==> config.mk <==
export PLATFORM = sky130hd
export DESIGN_NAME = wb_retire_stage_flat
export DESIGN_NICKNAME = d
export VERILOG_FILES = /design/src/rtl/wb_retire_stage_if.sv /design/src/rtl/wb_retire_stage.sv /design/src/flat_wrapper.sv
export SDC_FILE = /design/constraint.sdc
export NUM_CORES = 1
export LEC_CHECK = 0
export ABC_AREA = 1
export ABC_CLOCK_PERIOD_IN_PS = 4500
export BUFFER_PORTS_ARGS = -buffer_cell sky130_fd_sc_hd__buf_2
export CAP_MARGIN = 10
export CORE_UTILIZATION = 40
export CTS_CLUSTER_DIAMETER = 60
export DETAILED_ROUTE_END_ITERATION = 8
export GPL_ROUTABILITY_DRIVEN = 0
export PLACE_DENSITY = 0.7
export SLEW_MARGIN = 20
export SYNTH_ARGS = -nofsm -noshare
export SYNTH_HDL_FRONTEND = slang
export SYNTH_SLANG_ARGS = --single-unit
==> constraint.sdc <==
create_clock -name clock_i -period 4.5 [get_ports clock_i]
set_clock_uncertainty 0.2 [all_clocks]
set_input_delay 0.225 -clock clock_i [delete_from_list [all_inputs] [get_ports clock_i]]
set_output_delay 0.225 -clock clock_i [all_outputs]
set_load 0.02 [all_outputs]
==> src/rtl/wb_retire_stage_if.sv <==
`default_nettype none
// ============================================================================
// Module      : wb_retire_stage_if
// Description : Bundle for the write-back/retire stage. Carries decode's
//               issue and RAW-query signals, the MEM/WB bundle, and the
//               registered register-file write port.
// Revision    : 1.0  initial release
// ============================================================================
interface wb_retire_stage_if #(
    parameter int DATA  = 32,
    parameter int REG_W = 5
);
    // Decode issue side
    logic             issue_valid;
    logic             issue_writes;
    logic [REG_W-1:0] issue_rd;
    logic             issue_ready;
    // Decode hazard query
    logic [REG_W-1:0] query_rs1;
    logic [REG_W-1:0] query_rs2;
    logic             query_busy;
    // MEM/WB bundle
    logic             mem_valid;
    logic             mem_reg_write;
    logic             mem_wb_sel;
    logic             mem_halt;
    logic [REG_W-1:0] mem_rd;
    logic [DATA-1:0]  mem_alu_result;
    logic [DATA-1:0]  mem_load_data;
    // Register-file write port
    logic             wr_en;
    logic [REG_W-1:0] wr_addr;
    logic [DATA-1:0]  wr_data;

    // Pipeline side (decode + MEM stage + register file)
    modport master (
        output issue_valid, issue_writes, issue_rd,
        output query_rs1, query_rs2,
        output mem_valid, mem_reg_write, mem_wb_sel, mem_halt, mem_rd,
        output mem_alu_result, mem_load_data,
        input  issue_ready, query_busy,
        input  wr_en, wr_addr, wr_data
    );

    // Retire stage side
    modport slave (
        input  issue_valid, issue_writes, issue_rd,
        input  query_rs1, query_rs2,
        input  mem_valid, mem_reg_write, mem_wb_sel, mem_halt, mem_rd,
        input  mem_alu_result, mem_load_data,
        output issue_ready, query_busy,
        output wr_en, wr_addr, wr_data
    );
endinterface
`default_nettype wire

==> src/rtl/wb_retire_stage.sv <==
`default_nettype none
// ============================================================================
// Module      : wb_retire_stage
// Description : Write-back / retire stage. Tracks in-order pending
//               destinations, checks retire order, drives the registered
//               register-file write port, answers RAW queries and drains
//               the pipeline on HALT.
//               Optional macro STAT_COUNTERS_EN enables saturating retire
//               and register-write statistics counters.
// Revision    : 1.0  initial release
// ============================================================================
module wb_retire_stage #(
    parameter int DATA  = 32,
    parameter int REG_W = 5,
    parameter int DEPTH = 4,
    parameter int CNT_W = 32
) (
    input  wire logic             clock_i,
    input  wire logic             rst_ni,
    wb_retire_stage_if.slave      bus,
    output logic                  halted_o,
    output logic                  order_err_o,
    output logic [CNT_W-1:0]      retired_cnt_o,
    output logic [CNT_W-1:0]      regwrite_cnt_o
);
    localparam int PTR_W = $clog2(DEPTH);
    // DEPTH is a power of two, so one extra bit covers 0..DEPTH
    localparam int OCC_W = PTR_W + 1;
    localparam logic [OCC_W-1:0] C_FULL = OCC_W'(DEPTH);

    localparam logic [1:0] S_RUN    = 2'd0;
    localparam logic [1:0] S_DRAIN  = 2'd1;
    localparam logic [1:0] S_HALTED = 2'd2;

    logic [DEPTH-1:0] ent_writes_q;
    logic [REG_W-1:0] ent_rd_q [DEPTH];
    logic [PTR_W-1:0] wr_ptr_q, rd_ptr_q;
    logic [OCC_W-1:0] count_q, count_d;
    logic [1:0]       state_q, state_d;

    logic             wr_en_q;
    logic [REG_W-1:0] wr_addr_q;
    logic [DATA-1:0]  wr_data_q;
    logic             order_err_q;

    logic             w_full, w_empty, w_issue_ready;
    logic             w_push, w_pop_req, w_pop, w_underflow, w_mismatch;
    logic             w_wr_en_d;
    logic [DEPTH-1:0] w_ent_valid;
    logic             w_busy;

    assign w_full      = (count_q == C_FULL);
    assign w_empty     = (count_q == '0);
    // Pushes only happen in RUN, which already excludes HALTED
    assign w_push      = bus.issue_valid && w_issue_ready;
    assign w_pop_req   = bus.mem_valid && (state_q != S_HALTED);
    assign w_pop       = w_pop_req && !w_empty;
    assign w_underflow = w_pop_req && w_empty;
    // rd only matters when the head entry actually writes
    assign w_mismatch  = (ent_writes_q[rd_ptr_q] != bus.mem_reg_write) ||
                         (ent_writes_q[rd_ptr_q] && (ent_rd_q[rd_ptr_q] != bus.mem_rd));
    assign w_wr_en_d   = w_pop && bus.mem_reg_write;

    // Occupancy after this cycle's push/pop
    always_comb begin
        count_d = count_q;
        if (w_push && !w_pop)
            count_d = count_q + OCC_W'(1);
        else if (!w_push && w_pop)
            count_d = count_q - OCC_W'(1);
    end

    // RAW query: any live writing entry whose rd matches either source
    always_comb begin
        w_ent_valid = '0;
        w_busy      = 1'b0;
        for (int i = 0; i < DEPTH; i++) begin
            w_ent_valid[i] = ({1'b0, PTR_W'(PTR_W'(i) - rd_ptr_q)} < count_q);
            if (w_ent_valid[i] && ent_writes_q[i] &&
                ((ent_rd_q[i] == bus.query_rs1) || (ent_rd_q[i] == bus.query_rs2)))
                w_busy = 1'b1;
        end
    end

    // Pending-destination FIFO storage and pointers
    always_ff @(posedge clock_i or negedge rst_ni) begin
        if (!rst_ni) begin
            wr_ptr_q     <= '0;
            rd_ptr_q     <= '0;
            count_q      <= '0;
            ent_writes_q <= '0;
            for (int i = 0; i < DEPTH; i++)
                ent_rd_q[i] <= '0;
        end else begin
            if (w_push) begin
                ent_writes_q[wr_ptr_q] <= bus.issue_writes;
                ent_rd_q[wr_ptr_q]     <= bus.issue_rd;
                wr_ptr_q               <= wr_ptr_q + PTR_W'(1);
            end
            if (w_pop)
                rd_ptr_q <= rd_ptr_q + PTR_W'(1);
            count_q <= count_d;
        end
    end

    // Halt FSM state register
    always_ff @(posedge clock_i or negedge rst_ni) begin
        if (!rst_ni)
            state_q <= S_RUN;
        else
            state_q <= state_d;
    end

    // Halt FSM next state: drain outstanding entries after a retired HALT
    always_comb begin
        state_d = state_q;
        case (state_q)
            S_RUN: begin
                if (w_pop && bus.mem_halt)
                    state_d = (count_d == '0) ? S_HALTED : S_DRAIN;
            end
            S_DRAIN: begin
                if (count_d == '0)
                    state_d = S_HALTED;
            end
            S_HALTED: state_d = S_HALTED;
            default:  state_d = S_RUN;
        endcase
    end

    // Halt FSM outputs
    always_comb begin
        w_issue_ready = !w_full && (state_q == S_RUN);
        halted_o      = (state_q == S_HALTED);
    end

    // Registered write port and sticky order error
    always_ff @(posedge clock_i or negedge rst_ni) begin
        if (!rst_ni) begin
            wr_en_q     <= 1'b0;
            wr_addr_q   <= '0;
            wr_data_q   <= '0;
            order_err_q <= 1'b0;
        end else begin
            wr_en_q <= w_wr_en_d;
            if (w_pop) begin
                wr_addr_q <= bus.mem_rd;
                wr_data_q <= bus.mem_wb_sel ? bus.mem_alu_result : bus.mem_load_data;
            end
            if (w_underflow || (w_pop && w_mismatch))
                order_err_q <= 1'b1;
        end
    end

`ifdef STAT_COUNTERS_EN
    logic [CNT_W-1:0] retired_cnt_q, regwrite_cnt_q;

    // Saturating statistics: pops and register writes
    always_ff @(posedge clock_i or negedge rst_ni) begin
        if (!rst_ni) begin
            retired_cnt_q  <= '0;
            regwrite_cnt_q <= '0;
        end else begin
            if (w_pop && (retired_cnt_q != '1))
                retired_cnt_q <= retired_cnt_q + CNT_W'(1);
            if (w_wr_en_d && (regwrite_cnt_q != '1))
                regwrite_cnt_q <= regwrite_cnt_q + CNT_W'(1);
        end
    end

    assign retired_cnt_o  = retired_cnt_q;
    assign regwrite_cnt_o = regwrite_cnt_q;
`else
    assign retired_cnt_o  = '0;
    assign regwrite_cnt_o = '0;
`endif

    assign bus.issue_ready = w_issue_ready;
    assign bus.query_busy  = w_busy;
    assign bus.wr_en       = wr_en_q;
    assign bus.wr_addr     = wr_addr_q;
    assign bus.wr_data     = wr_data_q;
    assign order_err_o     = order_err_q;
endmodule
`default_nettype wire

==> src/flat_wrapper.sv <==
// flat-port wrapper written by rule: the top's interface ports become plain ports
module wb_retire_stage_flat 
#(
    parameter int DATA  = 32,
    parameter int REG_W = 5,
    parameter int DEPTH = 4,
    parameter int CNT_W = 32
)
  (clock_i, rst_ni, halted_o, order_err_o, retired_cnt_o, regwrite_cnt_o, bus_issue_valid, bus_issue_writes, bus_issue_rd, bus_query_rs1, bus_query_rs2, bus_mem_valid, bus_mem_reg_write, bus_mem_wb_sel, bus_mem_halt, bus_mem_rd, bus_mem_alu_result, bus_mem_load_data, bus_issue_ready, bus_query_busy, bus_wr_en, bus_wr_addr, bus_wr_data);
  wb_retire_stage_if #(.DATA(DATA), .REG_W(REG_W)) bus_i ();
  input  wire logic clock_i;
  input  wire logic rst_ni;
  output logic halted_o;
  output logic order_err_o;
  output logic [CNT_W-1:0] retired_cnt_o;
  output logic [CNT_W-1:0] regwrite_cnt_o;
  input wire logic [$bits(bus_i.issue_valid)-1:0] bus_issue_valid;
  input wire logic [$bits(bus_i.issue_writes)-1:0] bus_issue_writes;
  input wire logic [$bits(bus_i.issue_rd)-1:0] bus_issue_rd;
  input wire logic [$bits(bus_i.query_rs1)-1:0] bus_query_rs1;
  input wire logic [$bits(bus_i.query_rs2)-1:0] bus_query_rs2;
  input wire logic [$bits(bus_i.mem_valid)-1:0] bus_mem_valid;
  input wire logic [$bits(bus_i.mem_reg_write)-1:0] bus_mem_reg_write;
  input wire logic [$bits(bus_i.mem_wb_sel)-1:0] bus_mem_wb_sel;
  input wire logic [$bits(bus_i.mem_halt)-1:0] bus_mem_halt;
  input wire logic [$bits(bus_i.mem_rd)-1:0] bus_mem_rd;
  input wire logic [$bits(bus_i.mem_alu_result)-1:0] bus_mem_alu_result;
  input wire logic [$bits(bus_i.mem_load_data)-1:0] bus_mem_load_data;
  output wire logic [$bits(bus_i.issue_ready)-1:0] bus_issue_ready;
  output wire logic [$bits(bus_i.query_busy)-1:0] bus_query_busy;
  output wire logic [$bits(bus_i.wr_en)-1:0] bus_wr_en;
  output wire logic [$bits(bus_i.wr_addr)-1:0] bus_wr_addr;
  output wire logic [$bits(bus_i.wr_data)-1:0] bus_wr_data;
  assign bus_i.issue_valid = bus_issue_valid;
  assign bus_i.issue_writes = bus_issue_writes;
  assign bus_i.issue_rd = bus_issue_rd;
  assign bus_i.query_rs1 = bus_query_rs1;
  assign bus_i.query_rs2 = bus_query_rs2;
  assign bus_i.mem_valid = bus_mem_valid;
  assign bus_i.mem_reg_write = bus_mem_reg_write;
  assign bus_i.mem_wb_sel = bus_mem_wb_sel;
  assign bus_i.mem_halt = bus_mem_halt;
  assign bus_i.mem_rd = bus_mem_rd;
  assign bus_i.mem_alu_result = bus_mem_alu_result;
  assign bus_i.mem_load_data = bus_mem_load_data;
  assign bus_issue_ready = bus_i.issue_ready;
  assign bus_query_busy = bus_i.query_busy;
  assign bus_wr_en = bus_i.wr_en;
  assign bus_wr_addr = bus_i.wr_addr;
  assign bus_wr_data = bus_i.wr_data;
  wb_retire_stage #(.DATA(DATA), .REG_W(REG_W), .DEPTH(DEPTH), .CNT_W(CNT_W)) u_core (.clock_i(clock_i), .rst_ni(rst_ni), .bus(bus_i), .halted_o(halted_o), .order_err_o(order_err_o), .retired_cnt_o(retired_cnt_o), .regwrite_cnt_o(regwrite_cnt_o));
endmodule
==> reports/qor.yml, run 1 <==
finalSetupTns_ps: 0
synth_top_cell_area_share: 0.371
fin_cells: 926
rows: 39
die_x_um: 112
dp.cells: 891
firstDrtPassIters: 6
yosys_warnings: 0
rsz0062_at_grt: "no"
cts_tree: "done"
period_share: 0.580
synth_simple_gate_area_frac: 0.201
violations: "DRC"
synthTopCellsByCount: "nand2_1 (155), inv_1 (83), o21ai_0 (83)"
synth-compound-area-share: 0.128
final_nets: 885
ioPinCount: 198
synth.most_common_cell: "nand2_1"
drt_iter0_markers: 205
muxShareOfSynthArea: 0.0209
finalWirelength_um: 11200
antenna_cells: 0
stdcell_area_mm2: 0.00588
cts_setup_buffers: 0
grt_max_degree: 79
setup_ws_ps: 1890
synth_cell_type_count: 32
synthArstFlopShare: 1.00
crit_type: "register to output pin"
synth_area_leaders: "dfrtp_1 (37%), nand2_1 (12%), buf_4 (9.9%)"
synth-adder-area-share: 0.0387
place_ws_ps: 1900
cp-end-kind: "output pin"
avgViaCountPerCell: 4.45
avgSynthCellArea_um2: 7.63
synth_enable_flop_cells: 0
place_area_mm2: 0.00537
hold_viol: 0
h-tree-depth: 3
grt_first_pass_wirelength_um: 18300
arrival_ps: 2190
ys_ff_latch: 72
p_per_area_mw_per_mm2: 658
grt_overflow: 0
initial_core_util: 0.418
synth_sequential_area_ratio: 0.371
syn_inst: 636
core_area_mm2: 0.0116
fp.dieH_um: 112
cp.required_ps: 4070
drc: 7
grt_pass1_vias: 3901
synth_flop_cell: "dfrtp_1"
cp_max_fo: 11
root_buffer: "clkbuf_16"
synth-xor-area-share: 0.0559
setup_viol: 0
cp-start-kind: "register"
clk_path_buf_depth: 2
wl_per_cell_um: 12.1
status: "complete, but fails checks"
yosysTopAreaCell: "dfrtp_1"
maxSlewHeadroom: 0.379
min_path_type: "input port to register"
worst_slew_pin_slew_ps: 932
holdWs_ps: 6.06
cts_num_sinks: 72
p_leak_nw: 3.20
antenna_found_initial: 0
fin_crit_ps: 2610
drv_cap: 0
path_clk_slew_ps: 60
ant_nets: 0
drive_gt1_frac: 0.235
fmax_mhz: 383
finalMaxSlewViolations: 0
synth_top_family_by_area: "simple AND/OR/NAND/NOR gates"
die-area_mm2: 0.0126
num_vias: 4120
syn_to_final_growth_pct: 21.1
syn_area_mm2: 0.00485
grt.total_usage: 0.184
port_buffers: 133
cts_buffers: 9
ir_worst_vdd_mv: 0.258
clkLatencyLatePin_ps: 330
hpwl_um: 8610
report_power, final:
group	leakage [nW]	internal, mW	switching, mW
Sequential	0.871	0.969	0.301
Clock	0.152	0.499	0.262
Combinational	2.18	0.673	1.16
cells in the final DEF, fill, tap and decap left out, types with 2 or more instances in the layout:
cell type,netlist,layout
dfrtp_1,72,72
bufinv_16,0,2
o21ai_0,83,83
nand4_1,4,4
nor3_1,2,2
o211ai_1,3,3
conb_1,1,64
o21ai_2,2,2
nor2_2,4,4
a22oi_1,2,2
inv_2,2,2
a21oi_1,19,19
nor2_4,4,4
dlygate4sd3_1,0,19
nand2_2,6,6
nor2_1,21,21
nand2_1,155,155
nand3_2,2,2
ha_1,15,15
nand2_4,5,5
xnor2_1,14,14
clkinvlp_4,0,2
nand3_1,16,16
inv_1,83,83
buf_2,6,132
mux2_2,9,9
xor2_1,17,17
clkbuf_16,0,9
o21ai_1,8,8
cell type report:
class / count / area [µm²]
Multi-Input combinational cell: 458 / 2400
Sequential cell: 72 / 1800
Clock buffer: 11 / 243
Tap cell: 143 / 179
Fill cell: 1169 / 5730
Inverter: 85 / 319
Clock inverter: 5 / 80.1
Timing Repair Buffer: 152 / 858
state kept, by name, indices dropped and copies added (netlist names):
name,flops
u_core.state_q,2
u_core.ent_writes_q,4
u_core.order_err_o,1
u_core.bus.wr_en,1
u_core.ent_rd_q,20
u_core.wr_ptr_q,2
u_core.bus.wr_addr,5
u_core.bus.wr_data,32
u_core.count_q,3
u_core.rd_ptr_q,2
kinds of logic after synthesis:
| family | after synthesis |
|---|---|
| other | 1 |
| XOR/XNOR | 31 |
| multiplexers | 9 |
| AND/OR/NAND/NOR | 220 |
| adder cells (fa/ha/maj) | 15 |
| AO/OA/AOI/OAI | 119 |
| flip-flops | 72 |
| buffers and inverters | 169 |
critical path, stage by stage (launching register included):
cell and delay (ps):
dfrtp_1 500, inv_1 160, nor2_2 70, nor2_1 180, inv_1 70, ha_1 290, a21oi_1 160, o211ai_1 90
nand4_1 150, buf_2 190
metal layers:
| layer | routed length, µm | global-route usage | share of wire | vias to the layer above |
|---|---|---|---|---|
| met5 | 0 | 0 | 0 | - |
| met4 | 146 | 0.0693 | 0.013 | 0 |
| met3 | 738 | 0.0394 | 0.066 | 13 |
| met2 | 5250 | 0.305 | 0.47 | 146 |
| met1 | 5060 | 0.236 | 0.45 | 1822 |
| li1 | - | - | - | 2139 |
worst paths after layout:
check                                    endpoint  slack [ps]  cells past startpoint                   start
max                                bus_query_busy        1890                      9      u_core.rd_ptr_q[0]
min                        u_core.bus.wr_data[14]           6                      3   bus_mem_load_data[14]
max reg2reg                     u_core.state_q[1]        1920                     13       u_core.count_q[1]
min reg2reg                u_core.bus.wr_data[27]         280                      2  u_core.bus.wr_data[27]
max in group asynchronous      u_core.ent_rd_q[9]        3110                      2                  rst_ni
min in group asynchronous     u_core.ent_rd_q[12]         370                      2                  rst_ni
through the flow:
stage	util	power, mW
after floorplan	-	2.62
after global placement	0.462	3.07
after detailed placement	0.462	3.11
after CTS	0.506	3.91
after global routing	0.506	4.21
final	0.506	3.87
timing repair:
action,CTS,global route
gates resized for setup,0,0
hold endpoints to repair,108,0
hold buffers,19,0
(Power assumes the default switching activity.)
==> run 2, diff against run 1 <==
ABC_CLOCK_PERIOD_IN_PS = 2500   (was 4500)
clock period = 2.5 ns   (was 4.5 ns; I/O delays follow)
==> reports/qor.yml, run 2 (synthesized netlist as in run 1, its figures left out) <==
status: "complete, but fails checks"  # unchanged
violations: "DRC"  # unchanged
largest_reg_flops: 32  # unchanged
antenna_cells: 0  # unchanged
grt_first_pass_wirelength_um: 19500  # was 18300 µm
firstDrtPassIters: 6  # unchanged
grt.total_usage: 0.196  # was 0.184
finalWirelength_um: 12100  # was 11200 µm
finalSetupTns_ps: 0  # unchanged
arrival_ps: 2050  # was 2190 ps
finalMaxSlewViolations: 0  # unchanged
layout_commonest_cell: "nand2_1"  # unchanged
multi_input_area_mm2: 0.00240  # about the same
num_vias: 4480  # was 4120
ir_worst_vdd_mv: 0.540  # was 0.258 mV
root_buffer: "clkbuf_16"  # unchanged
dp.cells: 894  # was 891
drv_cap: 0  # unchanged
wl_per_cell_um: 12.2  # was 12.1 µm
period_share: 0.951
die-area_mm2: 0.0126  # unchanged
cp.required_ps: 2170  # was 4070 ps
cp-end-kind: "output pin"  # unchanged
rows: 39  # unchanged
cts_num_sinks: 72  # unchanged
fill_cells: 1030  # was 1169
clk_path_buf_depth: 2  # unchanged
die_x_um: 112  # unchanged
avgViaCountPerCell: 4.52  # was 4.45
maxSlewHeadroom: 0.382  # was 0.379
drive_gt1_frac: 0.230  # was 0.235
cp_slowest_stage_delay_ps: 480  # was 500 ps
ioPinCount: 198  # unchanged
hpwl_um: 8530  # was 8610 µm
cp-start-kind: "register"  # unchanged
cts_buffers: 9  # unchanged
ant_nets: 0  # unchanged
grt_max_degree: 78  # was 79
cts_tree: "done"  # unchanged
seqCellArea_mm2: 0.00180  # about the same
min_path_type: "input port to register"  # unchanged
cp_top_family: "flip-flops"  # unchanged
crit_type: "register to output pin"  # unchanged
grt_overflow: 0  # unchanged
p_leak_nw: 3.47  # was 3.20 nW
fin_cells: 991  # was 926
hold_viol: 0  # unchanged
initial_core_util: 0.418  # unchanged
fin_crit_ps: 2380
fp.dieH_um: 112  # unchanged
p_per_area_mw_per_mm2: 1080  # was 658 mW/mm²
h-tree-depth: 3  # unchanged
grt_pass1_vias: 4241  # was 3901
worstPathCellList: "inv_1 > nor2_2 > nor2_2 > inv_1 > ha_1 > a21oi_1 > o211ai_1 > nand4_1 > buf_2"  # was inv_1 > nor2_2 > nor2_1 > inv_1 > ha_1 > a21oi_1 > o211ai_1 > nand4_1 > buf_2
drt_iter0_markers: 234  # was 205
syn_to_final_growth_pct: 33.8  # was 21.1%
antenna_found_initial: 0  # unchanged
clkLatencyLatePin_ps: 330  # about the same
setup_viol: 0  # unchanged
worst_slew_pin_slew_ps: 926  # was 932 ps
port_buffers: 133  # unchanged
path_clk_slew_ps: 60  # about the same
fmax_mhz: 421
core_area_mm2: 0.0116  # unchanged
final_nets: 950  # was 885
drc: 7  # unchanged
critPathBufInv: 3  # unchanged
cp_max_fo: 11  # unchanged
final_cell_mix: "nand2_1 (155), buf_2 (132), inv_1 (83), o21ai_0 (83), dlygate4sd3_1 (77)"  # was nand2_1 (155), buf_2 (132), inv_1 (83), o21ai_0 (83), dfrtp_1 (72)
slowest_stage: "dfrtp_2"  # was dfrtp_1
postLayoutCoreUtil: 0.559  # was 0.506
run 2: changes by cell type in the layout (fill, tap and decap cells not counted), moves of 2 or more:
cell | previous run | this run
dlygate4sd3_1 | 19 | 77
dfrtp_2 | 0 | 2
bufinv_16 | 2 | 0
buf_4 | 1 | 7
clkinv_4 | 0 | 2
dfrtp_1 | 72 | 70
inv_6 | 0 | 2
run 2: metrics by stage:
stage	worst slack, ps	instance area, µm²	hold WS (ps)	power [mW]
finish	122	6500	7.10	7.02
global route	-6.46	6500	41.6	7.62
CTS	35.1	6460	5.22	7.00
detailed placement	324	5400	124	5.63
global placement	382	5400	123	5.57
floorplan	471	5090	-371	4.72
run 2: worst reg2reg max path, delay by kind of cell, from the launching register on:
kind	cells	cell delay [ps]
AND/OR/NAND/NOR	11	860
flip-flops	1	410
adder cells (fa/ha/maj)	1	300
buffers and inverters	2	260
AO/OA/AOI/OAI	1	50
run 2: layer usage:
layer	vias to the layer above	wire, µm	global-route usage
li1	2271	-	-
met4	0	235	0.0676
met3	19	735	0.0432
met2	158	5720	0.332
met5	-	0	0
met1	2032	5410	0.248
run 2: final timing paths:
kind,cells past startpoint,from,to,slack (ps)
worst max register to register,15,u_core.count_q[1],u_core.state_q[0],330
worst min register to register,2,u_core.order_err_o,u_core.order_err_o,280
max in group asynchronous,2,rst_ni,u_core.rd_ptr_q[1],1190
worst max-delay path,9,u_core.rd_ptr_q[0],bus_query_busy,120
worst min-delay path,5,bus_mem_alu_result[1],u_core.bus.wr_data[1],7
min in group asynchronous,2,rst_ni,u_core.ent_rd_q[8],270
run 2: power breakdown:
part | switching (mW) | internal [mW] | total, mW
registers | 0.535 | 1.75 | 2.28
logic | 2.17 | 1.35 | 3.52
clock network | 0.516 | 0.709 | 1.22
run 2: timing repair:
item	in CTS	in global routing
setup buffers	0	4
hold buffers	77	0
gates resized for setup	0	3
endpoints found under the setup margin	0	1
endpoints found under the hold margin	136	0
run 2: cell type report:
type / instances / share of cell area
clock buffers: 10 / 0.0368
clock inverters: 6 / 0.00770
inverters: 85 / 0.0491
multi-input cells: 458 / 0.370
flip-flops and latches: 72 / 0.278
well taps: 143 / 0.0275
repair buffers: 217 / 0.232
